$ cat src/rtl/rot_scheduler.sv
// rot_scheduler: sequencing controller for the four-digit rotating HEX display.
// Owns the step prescaler and the 2-bit rotation index s. Modes: IDLE (single
// steps on demand), RUN (continuous rotation) and ONCE (one full revolution).
//
// Optional feature macro: ROT_SCHED_SPEED_EN
//   defined   : speed selects the step divisor D = TICK_DIV >> speed
//   undefined : speed is ignored and D = TICK_DIV
//
// Output pulses: tick is high for exactly one cycle, in the first cycle a new
// s is visible; done is high for one cycle together with the fourth tick of a
// ONCE revolution. There is no back-pressure: the downstream muxes simply
// follow s.
module rot_scheduler #(
  parameter int TICK_DIV = 50000000
) (
  input  logic       clk,
  input  logic       aclr,
  input  logic       run,
  input  logic       once,
  input  logic       step,
  input  logic       dir,
  input  logic [1:0] speed,
  output logic [1:0] s,
  output logic       tick,
  output logic       busy,
  output logic       done,
  output logic [1:0] state_dbg
);

  // Width needed to hold TICK_DIV-1.
  localparam int PRE_W = $clog2(TICK_DIV);

  localparam logic [1:0] ST_IDLE = 2'd0;
  localparam logic [1:0] ST_RUN  = 2'd1;
  localparam logic [1:0] ST_ONCE = 2'd2;

  // Terminal prescaler values (D-1) for each speed setting.
  localparam logic [PRE_W-1:0] TERM0 = PRE_W'(TICK_DIV - 1);
  localparam logic [PRE_W-1:0] TERM1 = PRE_W'((TICK_DIV >> 1) - 1);
  localparam logic [PRE_W-1:0] TERM2 = PRE_W'((TICK_DIV >> 2) - 1);
  localparam logic [PRE_W-1:0] TERM3 = PRE_W'((TICK_DIV >> 3) - 1);

  logic [1:0]       state_q, state_d;
  logic [1:0]       s_q, s_d;
  logic [PRE_W-1:0] pre_q, pre_d;
  logic [1:0]       cnt_q, cnt_d;
  logic             tick_q, tick_d;
  logic             done_q, done_d;
  logic             busy_q, busy_d;

  logic [PRE_W-1:0] term_val;
  logic             term;
  logic             adv;
  logic [1:0]       s_next;

`ifdef ROT_SCHED_SPEED_EN
  // Select the terminal count from the speed switches.
  always_comb begin
    term_val = TERM0;
    case (speed)
      2'd1:    term_val = TERM1;
      2'd2:    term_val = TERM2;
      2'd3:    term_val = TERM3;
      default: term_val = TERM0;
    endcase
  end
`else
  // Fixed divisor: speed is kept on the port but has no effect.
  logic [1:0] unused_speed;
  logic [PRE_W-1:0] unused_terms;
  assign unused_speed = speed;
  assign unused_terms = TERM1 ^ TERM2 ^ TERM3;
  assign term_val     = TERM0;
`endif

  // '>=' lets a mid-count speed increase terminate on the very next cycle.
  assign term   = (pre_q >= term_val);
  assign s_next = dir ? (s_q - 2'd1) : (s_q + 2'd1);

  // Next-state logic: mode transitions, prescaler, revolution counter, advance.
  always_comb begin
    state_d = state_q;
    s_d     = s_q;
    pre_d   = pre_q;
    cnt_d   = cnt_q;
    tick_d  = 1'b0;
    done_d  = 1'b0;
    adv     = 1'b0;
    case (state_q)
      ST_IDLE: begin
        pre_d = '0;
        if (run) begin
          state_d = ST_RUN;
        end else if (once) begin
          state_d = ST_ONCE;
          cnt_d   = 2'd0;
        end else if (step) begin
          adv = 1'b1;
        end
      end
      ST_RUN: begin
        if (!run) begin
          // Leaving RUN wins over a coincident terminal count: no advance.
          state_d = ST_IDLE;
          pre_d   = '0;
        end else if (term) begin
          adv   = 1'b1;
          pre_d = '0;
        end else begin
          pre_d = pre_q + PRE_W'(1);
        end
      end
      ST_ONCE: begin
        if (run) begin
          // Promote to continuous rotation without restarting the count.
          state_d = ST_RUN;
          cnt_d   = 2'd0;
        end else if (term) begin
          adv   = 1'b1;
          pre_d = '0;
          cnt_d = cnt_q + 2'd1;
          if (cnt_q == 2'd3) begin
            state_d = ST_IDLE;
            done_d  = 1'b1;
          end
        end else begin
          pre_d = pre_q + PRE_W'(1);
        end
      end
      default: begin
        state_d = ST_IDLE;
        pre_d   = '0;
        cnt_d   = 2'd0;
      end
    endcase
    if (adv) begin
      s_d    = s_next;
      tick_d = 1'b1;
    end
    busy_d = (state_d != ST_IDLE);
  end

  // State registers with asynchronous clear.
  always_ff @(posedge clk or negedge aclr) begin
    if (!aclr) begin
      state_q <= ST_IDLE;
      s_q     <= 2'd0;
      pre_q   <= '0;
      cnt_q   <= 2'd0;
      tick_q  <= 1'b0;
      done_q  <= 1'b0;
      busy_q  <= 1'b0;
    end else begin
      state_q <= state_d;
      s_q     <= s_d;
      pre_q   <= pre_d;
      cnt_q   <= cnt_d;
      tick_q  <= tick_d;
      done_q  <= done_d;
      busy_q  <= busy_d;
    end
  end

  assign s         = s_q;
  assign tick      = tick_q;
  assign busy      = busy_q;
  assign done      = done_q;
  assign state_dbg = state_q;

endmodule

$ cat config.mk
export PLATFORM = sky130hd
export DESIGN_NAME = rot_scheduler
export DESIGN_NICKNAME = d
export VERILOG_FILES = /design/src/rtl/rot_scheduler.sv
export SDC_FILE = /design/constraint.sdc
export NUM_CORES = 1
export LEC_CHECK = 0
export BUFFER_PORTS_ARGS = -buffer_cell sky130_fd_sc_hd__buf_2
export CORE_ASPECT_RATIO = 1.1
export CORE_MARGIN = 1
export CORE_UTILIZATION = 51
export CTS_CLUSTER_SIZE = 40
export DETAILED_ROUTE_END_ITERATION = 8
export GPL_TIMING_DRIVEN = 0
export PLACE_DENSITY = 0.68
export SLEW_MARGIN = 5
export SYNTH_ARGS = -nofsm -noshare
export SYNTH_HDL_FRONTEND = slang
export SYNTH_SLANG_ARGS = --single-unit
$ cat constraint.sdc
create_clock -name clk -period 6.5 [get_ports clk]
set_input_delay 0 -clock clk [delete_from_list [all_inputs] [get_ports clk]]
set_output_delay 0 -clock clk [all_outputs]
set_load 0.01 [all_outputs]
==> results of run 1 <==
## layer usage
metal / GRT usage (%) / vias to the layer above / part of all wire, %
met3: 5.43 / 5 / 3.5
met1: 32.2 / 882 / 47
met4: 7.58 / 0 / 0.95
met2: 39.7 / 31 / 48
met5: 0 / - / 0
li1: - / 933 / -
## layout make-up
| class | instances | area share (%) |
|---|---|---|
| multi-input combinational | 184 | 49.5 |
| buffer | 10 | 2.68 |
| sequential | 35 | 37.5 |
| tap | 52 | 2.78 |
| inverter | 9 | 1.45 |
| clock buffer | 6 | 3.10 |
| timing repair buffer | 13 | 3.00 |
## final timing paths
| path | start | to | slack [ns] | depth (start not counted) |
|---|---|---|---|---|
| max | state_dbg[0] | pre_q[12] | 4.03 | 8 |
| min | step | tick | 0.05 | 3 |
| max reg2reg | state_dbg[0] | pre_q[12] | 4.03 | 8 |
| min reg2reg | cnt_q[0] | cnt_q[0] | 0.49 | 1 |
| max in group asynchronous | aclr | pre_q[15] | 5.67 | 2 |
| min in group asynchronous | aclr | pre_q[8] | 0.33 | 2 |
## logic make-up after synthesis
kind of cell | after synthesis | share of synthesized area, %
fa+ha+maj | 6 | 3.53
buf+inv | 19 | 4.52
mux | 3 | 1.41
xor+xnor | 3 | 1.23
simple gates | 122 | 31.4
compound gates | 50 | 16.8
flops | 35 | 41.1
## state kept, by name (all words and copies together), names as in the netlist
name and count:
state_dbg 2, cnt_q 2, pre_q 26, done 1, busy 1, s 2
tick 1
## power groups by stage
stage	Sequential, W	Clock [W]	Combinational [W]
3_3_place_gp	0.000262	0	0.000213
2_1_floorplan	0.000267	0	0.000143
4_1_cts	0.000258	0.000151	0.000216
5_1_grt	0.000261	0.000157	0.000239
6_report	0.000258	0.000144	0.000214
3_5_place_dp	0.000262	0	0.000215
## worst min-delay path, cell delays in order
cell     delay [ns]
buf_2          0.09
a32oi_1        0.10
nand2_1        0.10
## stage by stage
step / util (%) / total power (W) / worst slack [ns]
2_1_floorplan: - / 0.000410 / 4.39
3_3_place_gp: 56.5 / 0.000475 / 4.07
3_5_place_dp: 56.5 / 0.000477 / 4.02
4_1_cts: 58.5 / 0.000625 / 4.01
5_1_grt: 58.5 / 0.000656 / 3.81
6_report: 58.5 / 0.000617 / 4.03
## Yosys cell counts, drive strengths merged, types with 5 or more instances
cell,number,area (µm²)
a21oi,13,65.1
and3,5,32.5
buf,5,43.8
clkbuf,5,18.8
dfrtp,35,876
ha,6,75.1
inv,9,33.8
nand2,35,134
nand3,34,170
nand4,8,65.1
nor2,7,26.3
o21ai,6,30.0
or3,13,83.8
==> key figures, run 1 <==
Die
  – I/O Pins: 15
  – Die X: between 60 and 70 µm
  – Die area: 4440 µm²
  – Core ar.: 3990 µm²
  – Starting Density: a little over half
  – Die height: 69.8 µm
  – # rows: 24

STA
  – Max Slew Vio Count: 0
  – Worst-Margin Slew: 0.778 ns
  – RSZ-0062 raised after global routing: false
  – Hold Vio Cnt, Final: 0
  – F_max: around 400 MHz
  – Minimum clock period: 2.47 ns
  – Period utilization: 38.0%
  – Setup TNS: 0 ns
  – Max-slew headroom: 48.1%
  – Clock Skews: 0.00552 ns
  – Final hold slack: between 0.04 and 0.05 ns
  – Setup-failing EPs final: 0

Clock tree
  – CTS Hold Bufs: 1
  – CTS tree: done
  – CTS sink cnt: 35
  – Worst-path clk slew: 0.07 ns
  – # H-tree levels: 2
  – Clock Latency Late Sink: approximately 0.28 ns
  – # Post-CTS Setup Buffers: 0
  – CTS buffer count: 5
  – Max clock buf depth: 2
  – Clock root cell: clkbuf_8
  – Post_cts resized: 0

Critical path
  – Critical Path Sink Type: flip-flop
  – Worst Path Arrival: 2.69 ns
  – Kind of critical path: flip-flop to flip-flop
  – Cell family with the largest share of critical-path delay: simple AND/OR/NAND/NOR gates
  – Slowest stage delay, CP: 0.51 ns
  – Worst-path maximum fanout: 10
  – WP buf/inv: 2
  – CP Cell Sequence: inv_1 > ha_1 > nand3b_1 > a21boi_0 > o211ai_1 > clkbuf_1 > or3_2 > nand3_1
  – CP Launch Type: flip-flop
  – Slowest cell on the critical path: or3_2
  – Critical Path RT: 6.72 ns

Pwr
  – Clock share of power: a little under a quarter
  – PwrDens: between 200 and 300 nW/µm²
  – Internal power: 0.000394 W
  – Comb power frac: roughly a third
  – Pleak: 1.03 nW
  – Worst IR Drop VDD: 0.153 mV
  – Reg power frac: about two fifths
  – Switching part of the total power: 36.0%
  – Switching pwr: 0.000222 W

Placed design
  – Cell Area, Placed: 2250 µm²
  – Detailed placer's ending HPWL: 3360 µm
  – Placed cell count: between 300 and 400
  – I/O Buffers: 12
  – GPL Wtd Cong: approximately 0.81

Min path
  – Hold Crit Class: primary input to flip-flop

Detailed routing
  – Drt first pass iters: 4
  – Wirelength per Cell: 15.7 µm
  – 1st-iter DRT viols: between 100 and 150
  – Final WL: 4850 µm
  – Antenna-violating nets left: 0
  – Vias: 1851
  – DRC violations left: 0
  – Via/cell ratio: 5.99

Synth
  – Count of cell types in the netlist: 52
  – Post-synth ARST share: between 90% and 100%
  – Synth warnings: 0
  – Gate Count Post-Synth: around 240
  – Post-Syn Nets: 252
  – Synthesized area: 2130 µm²
  – Synthesized flop and latch total: 35
  – Avg Cell Area, Syn: 8.95 µm²
  – Post-synth EDFFs: 0
  – Most used DFF post-synth: dfrtp_1
  – Post-synthesis sequential area ratio: 41.1%

GRT
  – Initial antenna violation count: 0
  – Overflow left after global routing: 0
  – Largest net degree at the start of global routing: 36
  – Vias in the first global route: 1749
  – Gr usage total: 24.5%
  – First-pass GRT wire length: 8330 µm

Finish
  – Fillers: 369
  – Multi-input gate area: 1160 µm²
  – Final Non-Filler Cells: 309
  – Layout Cell Area excl Fill: between 2000 and 2500 µm²
  – N_diodes: 0
  – Most frequent cells in the layout: dfrtp_1 (35), nand2_1 (34), nand3_1 (34)
  – Layout cell share with drive strength beyond 1: around an eighth
  – Sequential Area: a little under 900 µm²
  – Total Nets Final: about 270
  – Area Overhead vs Synth: 9.75%
  – Commonest non-fill, non-tap cell in the layout: dfrtp_1

Flow run
  – Max Cap Violations: 0

Run status
  – Outcome: finished, final reports clean
No activity file was read; power rests on OpenSTA's default activity.
==> inputs of run 2 (changes only) <==
==> constraint.sdc (replaced) <==
create_clock -name clk -period 2.3 [get_ports clk]
set_input_delay 0 -clock clk [delete_from_list [all_inputs] [get_ports clk]]
set_output_delay 0 -clock clk [all_outputs]
set_load 0.01 [all_outputs]
==> run 2 against run 1 <==
Net effect: count of clock-buffer cells in the layout did not move; non-clock buffer count did not move; critical endpoint is now pre_q[14]; combinational power rose to 2.9 times the previous value; largest cell class unchanged; critical path type unchanged.
==> key figures, run 2 (same netlist as run 1, synthesis figures left out) <==
STA
  – Setup-failing EPs final: 0 (unchanged)
  – Clock Skews: 0.00534 ns (-0.000184 ns)
  – Setup TNS: 0 ns (unchanged)
  – Max Slew Vio Count: 0 (unchanged)
  – Period utilization: 92.9% (+55 points)
  – Final hold slack: 0.0423 ns (-0.00277 ns)
  – Max-slew headroom: 48.0% (-0.17 points)
  – F_max: 468 MHz (+16%)
  – Worst-Margin Slew: 0.781 ns (+0.00253 ns)
  – Hold Vio Cnt, Final: 0 (unchanged)
  – Minimum clock period: 2.14 ns (-0.335 ns)
  – RSZ-0062 raised after global routing: false

Detailed routing
  – Vias: 1847 (-0.22%)
  – Final WL: 4830 µm (-0.39%)
  – Wirelength per Cell: 15.6 µm (-0.39%)
  – Met2 WL: 2350 µm (+0.51%)
  – 1st-iter DRT viols: 111 (-6.7%)
  – Wire length on met1: 2240 µm (-2.4%)
  – Drt first pass iters: 5 (+1)
  – Met3 routed WL: 190 µm (+12%)
  – DRC violations left: 0 (unchanged)
  – Via/cell ratio: 5.98 (-0.22%)
  – Max Used Layer: met4
  – Antenna-violating nets left: 0 (unchanged)

Min path
  – Hold path start: step
  – Hold Crit Class: primary input to flip-flop
  – Hold path depth: 3 (unchanged)
  – Endpoint, Worst Hold: tick

Finish
  – Layout cell share with drive strength beyond 1: 15.6% (+2.3 points)
  – Multi-input gate area: 1170 µm² (+0.76%)
  – N_diodes: 0 (unchanged)
  – Final Util: 58.8% (+0.31 points)
  – Fillers: 367 (-0.54%)
  – Most flop-heavy register: pre_q
  – Max reg flops: 26 (unchanged)
  – Sequential Area: 877 µm² (+0.14%)
  – Most frequent cells in the layout: nand2_1 (34), nand3_1 (34), dfrtp_1 (34)
  – Area Overhead vs Synth: 10.3%
  – Total Nets Final: 272 (unchanged)

Clock tree
  – Clock Latency Late Sink: 0.29 ns (about the same)
  – Max clock buf depth: 2 (unchanged)
  – CTS buffer count: 5 (unchanged)
  – CTS tree: done
  – CTS sink cnt: 35 (unchanged)
  – # H-tree levels: 2 (unchanged)
  – # Post-CTS Setup Buffers: 0 (unchanged)
  – Clock root cell: clkbuf_8
  – Worst-path clk slew: 0.07 ns (about the same)

Die
  – Die area: 4440 µm² (unchanged)
  – Die height: 69.8 µm (unchanged)
  – # rows: 24 (unchanged)
  – Die X: 63.6 µm (unchanged)
  – Core ar.: 3990 µm² (unchanged)
  – Starting Density: 53.3% (unchanged)
  – I/O Pins: 15 (unchanged)

GRT
  – Overflow left after global routing: 0 (unchanged)
  – Largest net degree at the start of global routing: 36 (unchanged)
  – First-pass GRT wire length: 8330 µm (unchanged)
  – Initial antenna violation count: 0 (unchanged)
  – Vias in the first global route: 1749 (unchanged)
  – Gr usage total: 24.5% (unchanged)

Critical path
  – Cell family with the largest share of critical-path delay: simple AND/OR/NAND/NOR gates
  – Critical Path Sink Type: flip-flop
  – WP buf/inv: 2 (unchanged)
  – Worst Path Arrival: 2.35 ns (-0.34 ns)
  – Worst-path maximum fanout: 10 (unchanged)
  – Critical path startpoint: state_dbg[0]
  – CP Cell Sequence: inv_1 > ha_2 > nand2b_1 > a21boi_2 > o211ai_1 > buf_2 > or4_1 > nand3_1
  – Worst r2r src: state_dbg[0]
  – Slowest cell on the critical path: dfrtp_2
  – Critical Path RT: 2.52 ns (-4.20 ns)
  – Worst R2R Setup Slack: 0.16 ns (-3.87 ns)
  – Slowest stage delay, CP: 0.47 ns (-0.04 ns)
  – Kind of critical path: flip-flop to flip-flop
  – Reg2Reg Depth: 8 (unchanged)
  – CP Launch Type: flip-flop
  – R2r endpoint: pre_q[14]

Pwr
  – Internal power: 0.00113 W (+190%)
  – PwrDens: 749 nW/µm² (+180%)
  – Comb power frac: 35.2% (+0.4 points)
  – Overall power: 0.00176 W (+190%)
  – Clock share of power: 23.3% (about the same)
  – Switching pwr: 0.000633 W (+180%)
  – Pleak: 1.03 nW (+0.23%)
  – Reg power frac: 41.6% (-0.2 points)
  – Worst IR Drop VDD: 0.428 mV (+180%)
  – Switching part of the total power: 36.0% (-0.059 points)

Run status
  – Outcome: finished, final reports clean

Placed design
  – GPL Wtd Cong: 0.813 (unchanged)
  – Detailed placer's ending HPWL: 3360 µm (unchanged)
  – I/O Buffers: 12 (unchanged)

Flow run
  – Max Cap Violations: 0 (unchanged)
## run 2: metrics by stage
| step | area, µm² | instances | setup slack [ns] |
|---|---|---|---|
| after floorplan | 2130 | 238 | 0.188 |
| after global placement | 2250 | 302 | -0.130 |
| after detailed placement | 2250 | 302 | -0.179 |
| after CTS | 2340 | 309 | 0.0230 |
| after global routing | 2350 | 309 | 0.0191 |
| final | 2350 | 309 | 0.164 |
## run 2: worst register-to-register path, cell delays in order, from the launching register on
cell      delay [ns]
dfrtp_2         0.47
inv_1           0.11
ha_2            0.25
nand2b_1        0.16
a21boi_2        0.18
o211ai_1        0.12
buf_2           0.21
or4_1           0.47
nand3_1         0.10
## run 2: layer usage
layer	track usage (%)	vias up
met4	7.58	0
met3	5.43	5
met5	0	-
li1	-	928
met1	32.2	881
met2	39.7	33
## run 2: power by group through the flow
| stage | combinational [W] | sequential (W) | clock (W) |
|---|---|---|---|
| 6_report | 0.000619 | 0.000732 | 0.000409 |
| 5_1_grt | 0.000687 | 0.000740 | 0.000443 |
| 4_1_cts | 0.000615 | 0.000731 | 0.000427 |
| 3_5_place_dp | 0.000607 | 0.000741 | 0 |
| 3_3_place_gp | 0.000601 | 0.000741 | 0 |
| 2_1_floorplan | 0.000404 | 0.000755 | 0 |
## run 2: worst max-delay path by stage
stage | endpoint | slack (ns) | depth (start not counted)
after floorplan | pre_q[12] | 0.19 | 8
after global placement | pre_q[12] | -0.13 | 8
after detailed placement | pre_q[12] | -0.18 | 8
after CTS | pre_q[12] | 0.02 | 8
after global routing | pre_q[22] | 0.02 | 8
final | pre_q[14] | 0.16 | 8
## run 2: area by class of cell
cell class / instances / share of cell area [%]
Multi-Input combinational cell: 184 / 49.6
Sequential cell: 35 / 37.3
Timing Repair Buffer: 13 / 2.98
Tap cell: 52 / 2.77
Clock buffer: 6 / 3.09
Inverter: 9 / 1.44
Buffer: 10 / 2.77
## run 2: repair_timing
action                     4_1_cts  5_1_grt
hold buffers                     1        0
setup endpoints to repair       15       15
resized for setup                4        4
hold endpoints to repair        35        0
